<file path="src/rtl/btn_pkg.sv">
// btn_pkg: state encoding, event codes and parameter check shared by the button event decoder
package btn_pkg;

    typedef logic [2:0] state_t;

    localparam state_t IDLE     = 3'd0;
    localparam state_t PRESS1   = 3'd1;
    localparam state_t GAP      = 3'd2;
    localparam state_t HOLD     = 3'd3;
    localparam state_t WAIT_REL = 3'd4;

    localparam logic [1:0] EVT_SHORT  = 2'd0;
    localparam logic [1:0] EVT_DOUBLE = 2'd1;
    localparam logic [1:0] EVT_LONG   = 2'd2;
    localparam logic [1:0] EVT_REPEAT = 2'd3;

    // a cycle count is usable when it is at least 2 and its terminal value fits the counter
    function automatic bit cycles_ok(input int cycles, input int cnt_w);
        return cycles >= 2 && $clog2(longint'(cycles) + 1) <= cnt_w;
    endfunction

endpackage

</file>
<file path="src/rtl/btn_event_decoder_if.sv">
// btn_event_decoder_if: valid/ready event channel with sticky overflow flag
interface btn_event_decoder_if;

    logic       evt_valid;
    logic [1:0] evt_code;
    logic       evt_ready;
    logic       evt_ovf;

    modport master (
        output evt_valid,
        output evt_code,
        output evt_ovf,
        input  evt_ready
    );

    modport slave (
        input  evt_valid,
        input  evt_code,
        input  evt_ovf,
        output evt_ready
    );

endinterface

</file>
<file path="src/rtl/btn_evt_buf.sv">
// btn_evt_buf: one-entry event buffer that drops and flags events arriving while it is full
module btn_evt_buf (
    input  logic                clk,
    input  logic                rst,
    input  logic                push,
    input  logic [1:0]          code,
    btn_event_decoder_if.master evt
);

    logic full_held;

    assign full_held = evt.evt_valid & ~evt.evt_ready;

    // accept when empty or being popped this cycle, otherwise keep the entry and flag the loss
    always_ff @(posedge clk or posedge rst) begin
        if (rst) begin
            evt.evt_valid <= 1'b0;
            evt.evt_code  <= 2'd0;
            evt.evt_ovf   <= 1'b0;
        end else begin
            evt.evt_valid <= push | full_held;
            evt.evt_code  <= (push & ~full_held) ? code : evt.evt_code;
            evt.evt_ovf   <= evt.evt_ovf | (push & full_held);
        end
    end

endmodule

</file>
<file path="src/rtl/btn_event_decoder.sv">
// btn_event_decoder: classifies a debounced button level into short/double/long/repeat events
module btn_event_decoder
    import btn_pkg::*;
#(
    parameter int CNT_W         = 27,
    parameter int LONG_CYCLES   = 100_000_000,
    parameter int GAP_CYCLES    = 30_000_000,
    parameter int REPEAT_CYCLES = 20_000_000
) (
    input  logic                clk,
    input  logic                rst,
    input  logic                btn_dbnc,
    output logic                pressed,
    btn_event_decoder_if.master evt
);

    if (!cycles_ok(LONG_CYCLES, CNT_W) || !cycles_ok(GAP_CYCLES, CNT_W) ||
        !cycles_ok(REPEAT_CYCLES, CNT_W)) begin : g_param_chk
        $error("btn_event_decoder: every *_CYCLES must be >= 2 and < 2**CNT_W");
    end

    localparam logic [CNT_W-1:0] LONG_LAST   = CNT_W'(LONG_CYCLES - 1);
    localparam logic [CNT_W-1:0] GAP_LAST    = CNT_W'(GAP_CYCLES - 1);
    localparam logic [CNT_W-1:0] REPEAT_LAST = CNT_W'(REPEAT_CYCLES - 1);

    logic             btn_q;
    logic             armed;
    logic             rise;
    logic             fall;
    state_t           state;
    state_t           state_nxt;
    logic [CNT_W-1:0] cnt;
    logic             cnt_clr;
    logic             long_hit;
    logic             gap_hit;
    logic             rep_hit;
    logic             push;
    logic [1:0]       push_code;

    // armed marks that btn_q holds a real sample of a low level, so a button
    // already held when reset releases is not mistaken for a fresh press
    always_ff @(posedge clk or posedge rst) begin
        if (rst) begin
            btn_q <= 1'b0;
            armed <= 1'b0;
        end else begin
            btn_q <= btn_dbnc;
            armed <= armed | ~btn_dbnc;
        end
    end

    assign pressed  = btn_q;
    assign rise     = btn_dbnc & ~btn_q & armed;
    assign fall     = ~btn_dbnc & btn_q;
    assign long_hit = cnt == LONG_LAST;
    assign gap_hit  = cnt == GAP_LAST;
    assign rep_hit  = cnt == REPEAT_LAST;

    // counter restarts on every state change and on each repeat; it rests at zero
    // in IDLE and WAIT_REL where no timeout applies, so it can never wrap
    assign cnt_clr = (state_nxt != state) || (state == HOLD && push) ||
                     state == IDLE || state == WAIT_REL;

    // state register
    always_ff @(posedge clk or posedge rst) begin
        if (rst) state <= IDLE;
        else     state <= state_nxt;
    end

    // shared cycle counter
    always_ff @(posedge clk or posedge rst) begin
        if (rst) cnt <= '0;
        else     cnt <= cnt_clr ? '0 : cnt + 1'b1;
    end

    // next state; a release always wins over a timeout on the same edge
    always_comb begin
        state_nxt = state;
        case (state)
            IDLE:     state_nxt = rise ? PRESS1 : IDLE;
            PRESS1:   state_nxt = fall ? GAP : (long_hit ? HOLD : PRESS1);
            GAP:      state_nxt = rise ? WAIT_REL : (gap_hit ? IDLE : GAP);
            HOLD:     state_nxt = fall ? IDLE : HOLD;
            WAIT_REL: state_nxt = fall ? IDLE : WAIT_REL;
            default:  state_nxt = IDLE;
        endcase
    end

    // event decision; a rise on the gap-expiry edge counts as a double click
    always_comb begin
        push      = 1'b0;
        push_code = EVT_SHORT;
        case (state)
            PRESS1: begin
                push      = ~fall & long_hit;
                push_code = EVT_LONG;
            end
            GAP: begin
                push      = rise | gap_hit;
                push_code = rise ? EVT_DOUBLE : EVT_SHORT;
            end
            HOLD: begin
                push      = ~fall & rep_hit;
                push_code = EVT_REPEAT;
            end
            default: ;
        endcase
    end

    btn_evt_buf u_buf (
        .clk  (clk),
        .rst  (rst),
        .push (push),
        .code (push_code),
        .evt  (evt)
    );

endmodule

</file>
<file path="src/flat_wrapper.sv">
// flat-port wrapper written by rule: the top's interface ports become plain ports
module btn_event_decoder_flat import btn_pkg::*;
#(
    parameter int CNT_W         = 27,
    parameter int LONG_CYCLES   = 100_000_000,
    parameter int GAP_CYCLES    = 30_000_000,
    parameter int REPEAT_CYCLES = 20_000_000
)
  (clk, rst, btn_dbnc, pressed, evt_evt_valid, evt_evt_code, evt_evt_ovf, evt_evt_ready);
  btn_event_decoder_if evt_i ();
  input  logic clk;
  input  logic rst;
  input  logic btn_dbnc;
  output logic pressed;
  output wire logic [$bits(evt_i.evt_valid)-1:0] evt_evt_valid;
  output wire logic [$bits(evt_i.evt_code)-1:0] evt_evt_code;
  output wire logic [$bits(evt_i.evt_ovf)-1:0] evt_evt_ovf;
  input wire logic [$bits(evt_i.evt_ready)-1:0] evt_evt_ready;
  assign evt_evt_valid = evt_i.evt_valid;
  assign evt_evt_code = evt_i.evt_code;
  assign evt_evt_ovf = evt_i.evt_ovf;
  assign evt_i.evt_ready = evt_evt_ready;
  btn_event_decoder #(.CNT_W(CNT_W), .LONG_CYCLES(LONG_CYCLES), .GAP_CYCLES(GAP_CYCLES), .REPEAT_CYCLES(REPEAT_CYCLES)) u_core (.clk(clk), .rst(rst), .btn_dbnc(btn_dbnc), .pressed(pressed), .evt(evt_i));
endmodule
</file>
<file path="config.mk">
export PLATFORM = sky130hd
export DESIGN_NAME = btn_event_decoder_flat
export DESIGN_NICKNAME = d
export VERILOG_FILES = /design/src/rtl/btn_pkg.sv /design/src/rtl/btn_event_decoder_if.sv /design/src/rtl/btn_evt_buf.sv /design/src/rtl/btn_event_decoder.sv /design/src/flat_wrapper.sv
export SDC_FILE = /design/constraint.sdc
export NUM_CORES = 1
export LEC_CHECK = 0
export CORE_ASPECT_RATIO = 1.5
export CORE_MARGIN = 1
export CORE_UTILIZATION = 56
export CTS_BUF_LIST = sky130_fd_sc_hd__clkbuf_2 sky130_fd_sc_hd__clkbuf_4 sky130_fd_sc_hd__clkbuf_8
export DETAILED_ROUTE_END_ITERATION = 8
export GPL_TIMING_DRIVEN = 0
export PLACE_DENSITY = 0.88
export SLEW_MARGIN = 20
export SYNTH_ARGS = -nofsm -noshare
export SYNTH_HDL_FRONTEND = slang
export SYNTH_SLANG_ARGS = --single-unit
</file>
<file path="constraint.sdc">
create_clock -name clk -period 1.9 [get_ports clk]
set_clock_uncertainty 0.05 [all_clocks]
set_input_delay 0.38 -clock clk [delete_from_list [all_inputs] [get_ports clk]]
set_output_delay 0.38 -clock clk [all_outputs]
set_load 0.01 [all_outputs]
</file>
==> results of run 1 <==
[per-layer routing]
metal	GRT usage (%)	vias to the layer above	share of wire, %
met5	0	-	0
met4	13.58	0	4.7
met3	5.726	20	2.9
met2	46.22	43	53
met1	24.55	799	39
li1	-	765	-
[final cells by class]
| class | count | area [µm²] |
|---|---|---|
| buffer | 3 | 37.54 |
| clock buffer | 5 | 68.82 |
| fill | 221 | 932.1 |
| inverter | 9 | 33.78 |
| multi-input combinational | 153 | 1114 |
| sequential | 36 | 903.4 |
| tap | 42 | 52.55 |
| timing repair buffer | 25 | 241.5 |
[metrics by stage]
| stage | instance area [µm²] | worst slack (ns) | std cells | TNS (ns) |
|---|---|---|---|---|
| 3_3_place_gp | 2115 | -0.6819 | 251 | -21.47 |
| 6_report | 2451 | -0.2811 | 273 | -7.604 |
| 3_5_place_dp | 2115 | -0.7084 | 251 | -19.06 |
| 2_1_floorplan | 1982 | -0.1481 | 201 | -2.958 |
| 5_1_grt | 2451 | -0.3740 | 273 | -10.44 |
| 4_1_cts | 2367 | -0.2051 | 270 | -5.205 |
[kinds of logic after synthesis]
| family | count (synthesis) |
|---|---|
| simple gates | 111 |
| flops | 36 |
| xor+xnor | 25 |
| compound gates | 15 |
| buf+inv | 12 |
| mux | 1 |
| fa+ha+maj | 1 |
[cells in the final DEF (no fill, tap or decap), types with 3 or more instances in the layout]
cell type,instances
and4_1,3
nor3_1,7
nor3_2,3
nor2_2,19
inv_1,8
xor2_1,5
nor4_1,5
nand4_1,5
nor4_2,3
clkbuf_8,5
dfrtp_1,34
nand2_1,16
clkdlybuf4s50_1,7
buf_6,4
a21oi_1,3
nand2b_1,3
nor2_1,18
nand3_1,9
buf_4,13
xnor2_1,20
[what timing repair did]
| action | in CTS | in global routing |
|---|---|---|
| hold endpoints to repair | 0 | 0 |
| resized for setup | 16 | 13 |
| setup buffers | 12 | 3 |
| setup endpoints to repair | 30 | 32 |
| gates cloned | 2 | 0 |
| pin swaps | 6 | 12 |
[power breakdown]
part | internal [mW] | switching [mW] | total, mW
clock | 0.236 | 0.246 | 0.482
combinational | 0.336 | 0.321 | 0.657
sequential | 0.821 | 0.0753 | 0.896
total | 1.39 | 0.643 | 2.04
[critical path, delay by kind of cell (launching register included)]
family                     cells  cell delay, ns
DFF                            1            0.41
adders and majority gates      1            0.16
buffers and inverters          3            0.49
and+or+nand+nor                4            0.74
AOI/OAI and AO/OA              1            0.22
[sequential cells by signal (all words and copies together) (netlist names)]
register                    count
u_core.u_buf.evt.evt_valid      1
u_core.pressed                  1
u_core.cnt                     27
u_core.u_buf.evt.evt_ovf        1
u_core.u_buf.evt.evt_code       2
u_core.state                    3
u_core.armed                    1
[final timing paths]
check,from,slack (ns),cells past startpoint,to
max in group asynchronous,rst,0.77,2,u_core.cnt[14]$_DFF_PP0_
setup / recovery,u_core.cnt[1]$_DFF_PP0_,-0.28,9,u_core.cnt[8]$_DFF_PP0_
hold / removal,btn_dbnc,0.41,1,u_core.pressed$_DFF_PP0_
hold reg to reg,u_core.armed$_DFF_PP0_,0.46,1,u_core.armed$_DFF_PP0_
setup reg to reg,u_core.cnt[1]$_DFF_PP0_,-0.28,9,u_core.cnt[8]$_DFF_PP0_
min in group asynchronous,rst,0.49,2,u_core.cnt[7]$_DFF_PP0_
==> results_dict.tcl, run 1 <==
set metrics [dict create \
    synth_edf_count 0 \
    yosysUniqueCellTypes 38 \
    synth.most_common_cell "dfrtp_1" \
    synthCells 201 \
    syn_avg_cell_area_um2 9.754 \
    critPathCaptureType "flip-flop" \
    grt-ovfl-total 0 \
    ys_async_sr_fraction_pct 100.0 \
    setup_ws_ns -0.2811 \
    drv_cap 0 \
    utilization_pct 72.45 \
    drt_iter0_drc 43 \
    yosysWarnings 0 \
    ys_ff_latch 36 \
    die-area_um2 3747 \
    crit_path_cell_trace "ha_4 -> nand4_1 -> buf_4 -> nor2_1 -> nand2_1 -> o221ai_4 -> buf_4 -> buf_16 -> nor2_2" \
    seq_area_frac_synth_pct 45.95 \
    worstSetupPathType "flip-flop to flip-flop" \
    first_pass_iters 4 \
    ant_nets 0 \
    relSlewSlack_pct 49.55 \
    num_vias 1627 \
    cts_buffer_depth 2 \
    failed_checks "setup timing" \
    clock_sinks 36 \
    synth_common_cells "dfrtp_1 (36), nor2_2 (20), xnor2_1 (20)" \
    hpwl_mm 2.768 \
    slew_violations 0 \
    worstPathRequired_ns 2.03 \
    slowest_stage "dfrtp_1" \
    grt_pass1_wl_mm 6.865 \
    finalSetupViolCount 32 \
    drive_gt1_share_pct 31.17 \
    antenna_found_initial 0 \
    max_stage_delay_ns 0.41 \
    period_share_pct 114.8 \
    path_clk_slew_ns 0.06 \
    grt_setup_unrepaired "true" \
    cpMostUsedCell "buf_4" \
    core_um2 3383 \
    grt_max_degree 37 \
    die_w_um 50.31 \
    routed_via_density 5.960 \
    synthesis.nets 206 \
    port_buffers 8 \
    drc 0 \
    hold_viol_final 0 \
    tritoncts "built" \
    synth_adder_area_share_pct 0.6382 \
    gp_congestion 0.8068 \
    fp.dieH_um 74.47 \
    worstMarginPinSlew_ns 0.7556 \
    diodes 0 \
    total_power_mw 2.035 \
    synthMuxAreaShare_pct 0.5105 \
    grt_pass1_vias 1546 \
    p_per_area_nw_per_um2 830.4 \
    clock_latency_ns 0.29 \
    status "finished, violations left" \
    p_leak_nw 0.9221 \
    cts_hold_buf 0 \
    synth_top_area_cell "dfrtp_1" \
    synth_xor_xnor_area_share_pct 11.17 \
    critPathLaunchType "flip-flop" \
    hold_path_class "input port to flip-flop" \
    final.min_clock_period_ns 2.181 \
    max_freq_mhz 458.5 \
    htreeDepth 2 \
    synthesis.area_um2 1961 \
    clockRootBuffer "clkbuf_8" \
    vdd_drop_max_v 0.0005942 \
    grtUsageTotal_pct 24.59 \
    cp.arrival_ns 2.31 \
    row_count 26 \
    initial_utilization_pct 57.95 \
    num-nets-final 238 \
    wirelength_mm 4.685 \
    io-pin-count 9 \
    synth-simple-area-share_pct 32.93 \
    synth_ff_type "dfrtp_1" \
    fin_hold_ws_ns 0.4052 \
    synth-compound-area-share_pct 5.743 \
    synth.top_cells.by_area "dfrtp_1 (46%), xnor2_1 (8.9%), nor2_2 (6.4%), nor2_1 (3.4%), nand2_1 (3.1%)" \
    yosysTopAreaCellShare_pct 45.95 \
    numCtsBuffers 5 \
    avgRoutedWirePerCell_um 17.16 \
    area_delta_synth_final_pct 25.02 \
    synth_top_family_by_area "simple AND/OR/NAND/NOR gates" \
    crit_path_max_fanout 5 \
]
Note: power is estimated with default switching activity, not from simulation.
==> inputs of run 2 (changes only) <==
TNS_END_PERCENT = 50   (was default)
==> run 2 against run 1 <==
Against the previous run: the flow still finishes with violations (setup timing); setup slack improved by 0.0089 ns; largest cell class unchanged; via count rose by 2.2%; register-to-register slack about the same; wire length up 6.3%; clock power is 26% higher; sequential share of layout area decreased by 0.10 points; count of clock-buffer cells in the layout is 3 higher; flip-flop and latch count unchanged; cell count rose by 0.37%; global-route usage is 3.1 points higher; die area stayed put; first-iteration DRC count up 63%.
==> results_dict.tcl, run 2 (synthesis results as in run 1) <==
set metrics [dict create \
    drv_cap 0 \
    dp.cells 251 \
    largest_register_ffs 27 \
    grt_pass1_vias 1558 \
    routed_via_density 6.066 \
    critPathLaunchType "flip-flop" \
    p_per_area_nw_per_um2 860.4 \
    hold_path_class "input port to flip-flop" \
    final_common_cell "dfrtp_1" \
    num_vias 1662 \
    largestRegisters "u_core.cnt x27, u_core.state x3, u_core.u_buf.evt.evt_code x2" \
    multiInputGateArea_um2 1101 \
    grt_setup_unrepaired "true" \
    final_cell_mix "dfrtp_1 (32), nor2_2 (21), xnor2_1 (20)" \
    final.min_clock_period_ns 2.172 \
    drt_iter0_drc 70 \
    status "finished, violations left" \
    grt_pass1_wl_mm 7.376 \
    regMostFlops "u_core.cnt" \
    drc 0 \
    initial_utilization_pct 57.95 \
    busiest_layer "met2" \
    diodes 0 \
    path_clk_slew_ns 0.07 \
    area_delta_synth_final_pct 25.72 \
    drive_gt1_share_pct 32.33 \
    gr-usage-met3_pct 7.362 \
    row_count 26 \
    grt_max_degree 37 \
    gp_congestion 0.9257 \
    fin_setup_tns_ns -7.236 \
    cts_buffer_depth 2 \
    die_w_um 50.31 \
    met2_usage_pct 48.30 \
    critPathCaptureType "flip-flop" \
    antenna_found_initial 0 \
    max_freq_mhz 460.4 \
    grtUsageTotal_pct 27.70 \
    relSlewSlack_pct 49.74 \
    htreeDepth 2 \
    period_share_pct 114.3 \
    port_buffers 8 \
    worstSetupPathType "flip-flop to flip-flop" \
    finalSetupViolCount 31 \
    worstPathRequired_ns 2.04 \
    failed_checks "setup timing" \
    fin_hold_ws_ns 0.3883 \
    tritoncts "built" \
    grt_use_met1_pct 29.70 \
    crit_path_max_fanout 10 \
    fin_cells 274 \
    core_um2 3383 \
    hold_viol_final 0 \
    hpwl_mm 2.669 \
    die-area_um2 3747 \
    grt-ovfl-total 0 \
    ant_nets 0 \
    worstMarginPinSlew_ns 0.7529 \
    ff_latch_area_um2 905.9 \
    fill_cells 227 \
    cp.arrival_ns 2.31 \
    wirelength_mm 4.979 \
    avgRoutedWirePerCell_um 18.17 \
    num-nets-final 236 \
    clockRootBuffer "clkbuf_8" \
    numCtsBuffers 5 \
    first_pass_iters 4 \
    fp.dieH_um 74.47 \
    io-pin-count 9 \
    vdd_drop_max_v 0.0007493 \
    clock_latency_ns 0.30 \
    clock_sinks 36 \
    setup_ws_ns -0.2722 \
    p_leak_nw 0.9109 \
    total_power_mw 2.121 \
    slew_violations 0 \
]
run 2: changes by cell type in the layout (fill, tap and decap cells not counted), sizes merged:
cell / delta
buf: -2
clkbuf: +3
run 2: critical path, cell delays in order (launching register included):
cell,delay [ns]
dfrtp_1,0.42
nand4bb_1,0.36
nor4_2,0.43
a31oi_4,0.17
o221ai_4,0.30
buf_12,0.15
buf_12,0.13
nor2_2,0.04
run 2: repair_timing:
| item | in CTS | in global routing |
|---|---|---|
| resized for setup | 18 | 11 |
| buffers inserted | 9 | 6 |
| hold endpoints to repair | 0 | 0 |
| endpoints found under the setup margin | 31 | 32 |
| pin swaps | 4 | 9 |
| gates cloned | 1 | 0 |
| hold buffers | 0 | 0 |
run 2: per-layer routing:
metal  vias up  wire (µm)  part of all wire (%)
met5         -          0                     0
met4         0        194                   3.9
met3        20        212                   4.3
met2        63       2668                    54
met1       820       1904                    38
li1        759          -                     -
run 2: report_power, final:
part | switching, mW | total [mW] | internal, mW
combinational | 0.299 | 0.615 | 0.317
sequential | 0.0795 | 0.900 | 0.820
clock | 0.281 | 0.606 | 0.324
run 2: path summary, 6_finish.rpt:
kind	start	end	slack (ns)	cells past startpoint
max reg2reg	u_core.cnt[17]$_DFF_PP0_	u_core.cnt[24]$_DFF_PP0_	-0.27	7
min	btn_dbnc	u_core.pressed$_DFF_PP0_	0.39	1
max in group asynchronous	rst	u_core.cnt[13]$_DFF_PP0_	0.79	2
max	u_core.cnt[17]$_DFF_PP0_	u_core.cnt[24]$_DFF_PP0_	-0.27	7
min in group asynchronous	rst	u_core.cnt[23]$_DFF_PP0_	0.47	2
min reg2reg	u_core.cnt[0]$_DFF_PP0_	u_core.cnt[0]$_DFF_PP0_	0.45	1
run 2: cell type report:
class / instances / share of cell area (%)
plain buffers: 2 / 1.421
clock buffers: 8 / 3.959
inverters: 9 / 1.371
multi-input cells: 153 / 44.67
flip-flops and latches: 36 / 36.75
well taps: 42 / 2.132
repair buffers: 24 / 9.695
run 2: through the flow:
stage,instance area [µm²],util [%],setup slack (ns)
after detailed placement,2106,62.24,-0.6827
final,2465,72.86,-0.2722
after CTS,2380,70.34,-0.2299
after floorplan,1973,-,-0.1485
after global placement,2106,62.24,-0.6461
after global routing,2465,72.86,-0.3807
==> inputs of run 3 (changes only) <==
GPL_TIMING_DRIVEN = default   (was 0)
==> run 3 against run 2 <==
Against the previous run: critical endpoint is now u_core.cnt[26]$_DFF_PP0_; sequential power shrank 3.1%; critical path depth is 1 lower; die area stayed put; design area rose by 6.2%; largest power group unchanged; the run still ends with setup timing left.
==> results_dict.tcl, run 3 (synthesis results as in run 1) <==
set metrics [dict create \
    status "finished, violations left" \
    failed_checks "setup timing" \
    slew_violations 0 \
    setup_ws_ns -0.3218 \
    first_pass_iters 4 \
    area_delta_synth_final_pct 33.57 \
    relSlewSlack_pct 68.30 \
    die-area_um2 3747 \
    largest_register_ffs 27 \
    num_vias 1742 \
    dpl_cell_area_um2 2430 \
    core_um2 3383 \
    io-pin-count 9 \
    final_common_cell "buf_4" \
    path_clk_slew_ns 0.07 \
    worstSetupPathType "flip-flop to flip-flop" \
    grt_max_degree 37 \
    cts_hold_buf 0 \
    vdd_drop_max_v 0.0005925 \
    clock_sinks 36 \
    grt_setup_unrepaired "true" \
    grt_pass1_vias 1767 \
    drc 0 \
    worstMarginPinSlew_ns 0.4755 \
    grt_pass1_wl_mm 8.190 \
    regMostFlops "u_core.cnt" \
    die_w_um 50.31 \
    port_buffers 8 \
    worstPathRequired_ns 2.03 \
    max_freq_mhz 450.1 \
    grtUsageTotal_pct 30.64 \
    fin_cells 303 \
    critPathCaptureType "flip-flop" \
    crit_path_max_fanout 17 \
    drv_cap 0 \
    dp.cells 293 \
    p_leak_nw 1.048 \
    row_count 26 \
    ant_nets 0 \
    period_share_pct 116.9 \
    ff_latch_area_um2 900.9 \
    initial_utilization_pct 57.95 \
    critPathLaunchType "flip-flop" \
    htreeDepth 2 \
    drive_gt1_share_pct 36.78 \
    hold_viol_final 0 \
    grt-ovfl-total 0 \
    largestRegisters "u_core.cnt x27, u_core.state x3, u_core.u_buf.evt.evt_code x2" \
    routed_via_density 5.749 \
    fill_cells 210 \
    multiInputGateArea_um2 1081 \
    clock_latency_ns 0.29 \
    wirelength_mm 5.066 \
    design_area_um2 2619 \
    finalSetupViolCount 32 \
    num-nets-final 265 \
    cp.arrival_ns 2.35 \
    diodes 0 \
    p_per_area_nw_per_um2 773.9 \
    avgRoutedWirePerCell_um 16.72 \
    fp.dieH_um 74.47 \
    numCtsBuffers 5 \
    tritoncts "built" \
    cts_buffer_depth 2 \
    antenna_found_initial 0 \
    hpwl_mm 3.149 \
    hold_path_class "input port to async pin" \
    drt_iter0_drc 79 \
    gp_congestion 0.8237 \
    final_cell_mix "buf_4 (44), dfrtp_1 (36), nor2_2 (22)" \
    final.min_clock_period_ns 2.222 \
    clockRootBuffer "clkbuf_8" \
]
[run 3: changes by cell type in the layout (fill, tap and decap cells not counted), sizes merged]
cell and change:
buf +29, clkdlybuf4s50 +1, dlygate4sd2 -1
[run 3: report_power, final]
part           internal, mW  total (mW)  switching, mW
Combinational         0.255       0.570          0.315
Clock                 0.324       0.585          0.261
Sequential            0.821       0.872         0.0509
Total                  1.40        2.03          0.626
[run 3: routing by layer]
layer | share of wire [%] | GRT usage [%] | wire length [µm]
met3 | 3.9 | 6.748 | 197
met4 | 5.6 | 23.77 | 284
met5 | 0 | 0 | 0
met2 | 52 | 53.33 | 2657
met1 | 38 | 31.69 | 1926
[run 3: worst max-delay path, cell delays in order (launching register included)]
cell and delay, ns:
dfrtp_1 0.43, or4_4 0.58, nor4_4 0.30, a31oi_4 0.18, o221ai_4 0.28, buf_12 0.21
nor2_1 0.07
[run 3: worst paths after layout]
check	startpoint	to	slack [ns]	cells after the start
worst max-delay path	u_core.cnt[18]$_DFF_PP0_	u_core.cnt[26]$_DFF_PP0_	-0.32	6
worst min-delay path	rst	u_core.cnt[24]$_DFF_PP0_	0.46	3
worst max register to register	u_core.cnt[18]$_DFF_PP0_	u_core.cnt[26]$_DFF_PP0_	-0.32	6
worst min register to register	u_core.armed$_DFF_PP0_	u_core.armed$_DFF_PP0_	0.47	1
max in group asynchronous	rst	u_core.cnt[3]$_DFF_PP0_	1.01	3
min in group clk	u_core.armed$_DFF_PP0_	u_core.armed$_DFF_PP0_	0.47	1
[run 3: repair_timing]
item,in CTS,in global routing
setup endpoints to repair,32,32
gates cloned,1,0
buffers inserted,1,0
gates resized for setup,11,9
pin swaps,4,7
[run 3: layout make-up]
class                      instances  area share, %
sequential                        36          34.40
inverter                           9          1.290
timing repair buffer              55          17.30
tap                               42          2.007
clock buffer                       8          3.727
multi-input combinational        153          41.28
[run 3: through the flow]
stage	utilization (%)	hold slack, ns	worst slack (ns)	setup TNS, ns	power (mW)
2_1_floorplan	-	0.3614	-0.1485	-3.013	1.183
3_3_place_gp	71.82	0.4334	-0.2862	-7.501	1.363
3_5_place_dp	71.82	0.4514	-0.3230	-8.463	1.389
4_1_cts	76.33	0.4553	-0.2164	-5.320	2.005
5_1_grt	77.40	0.4735	-0.3644	-9.597	2.120
6_report	77.40	0.4571	-0.3218	-8.421	2.027
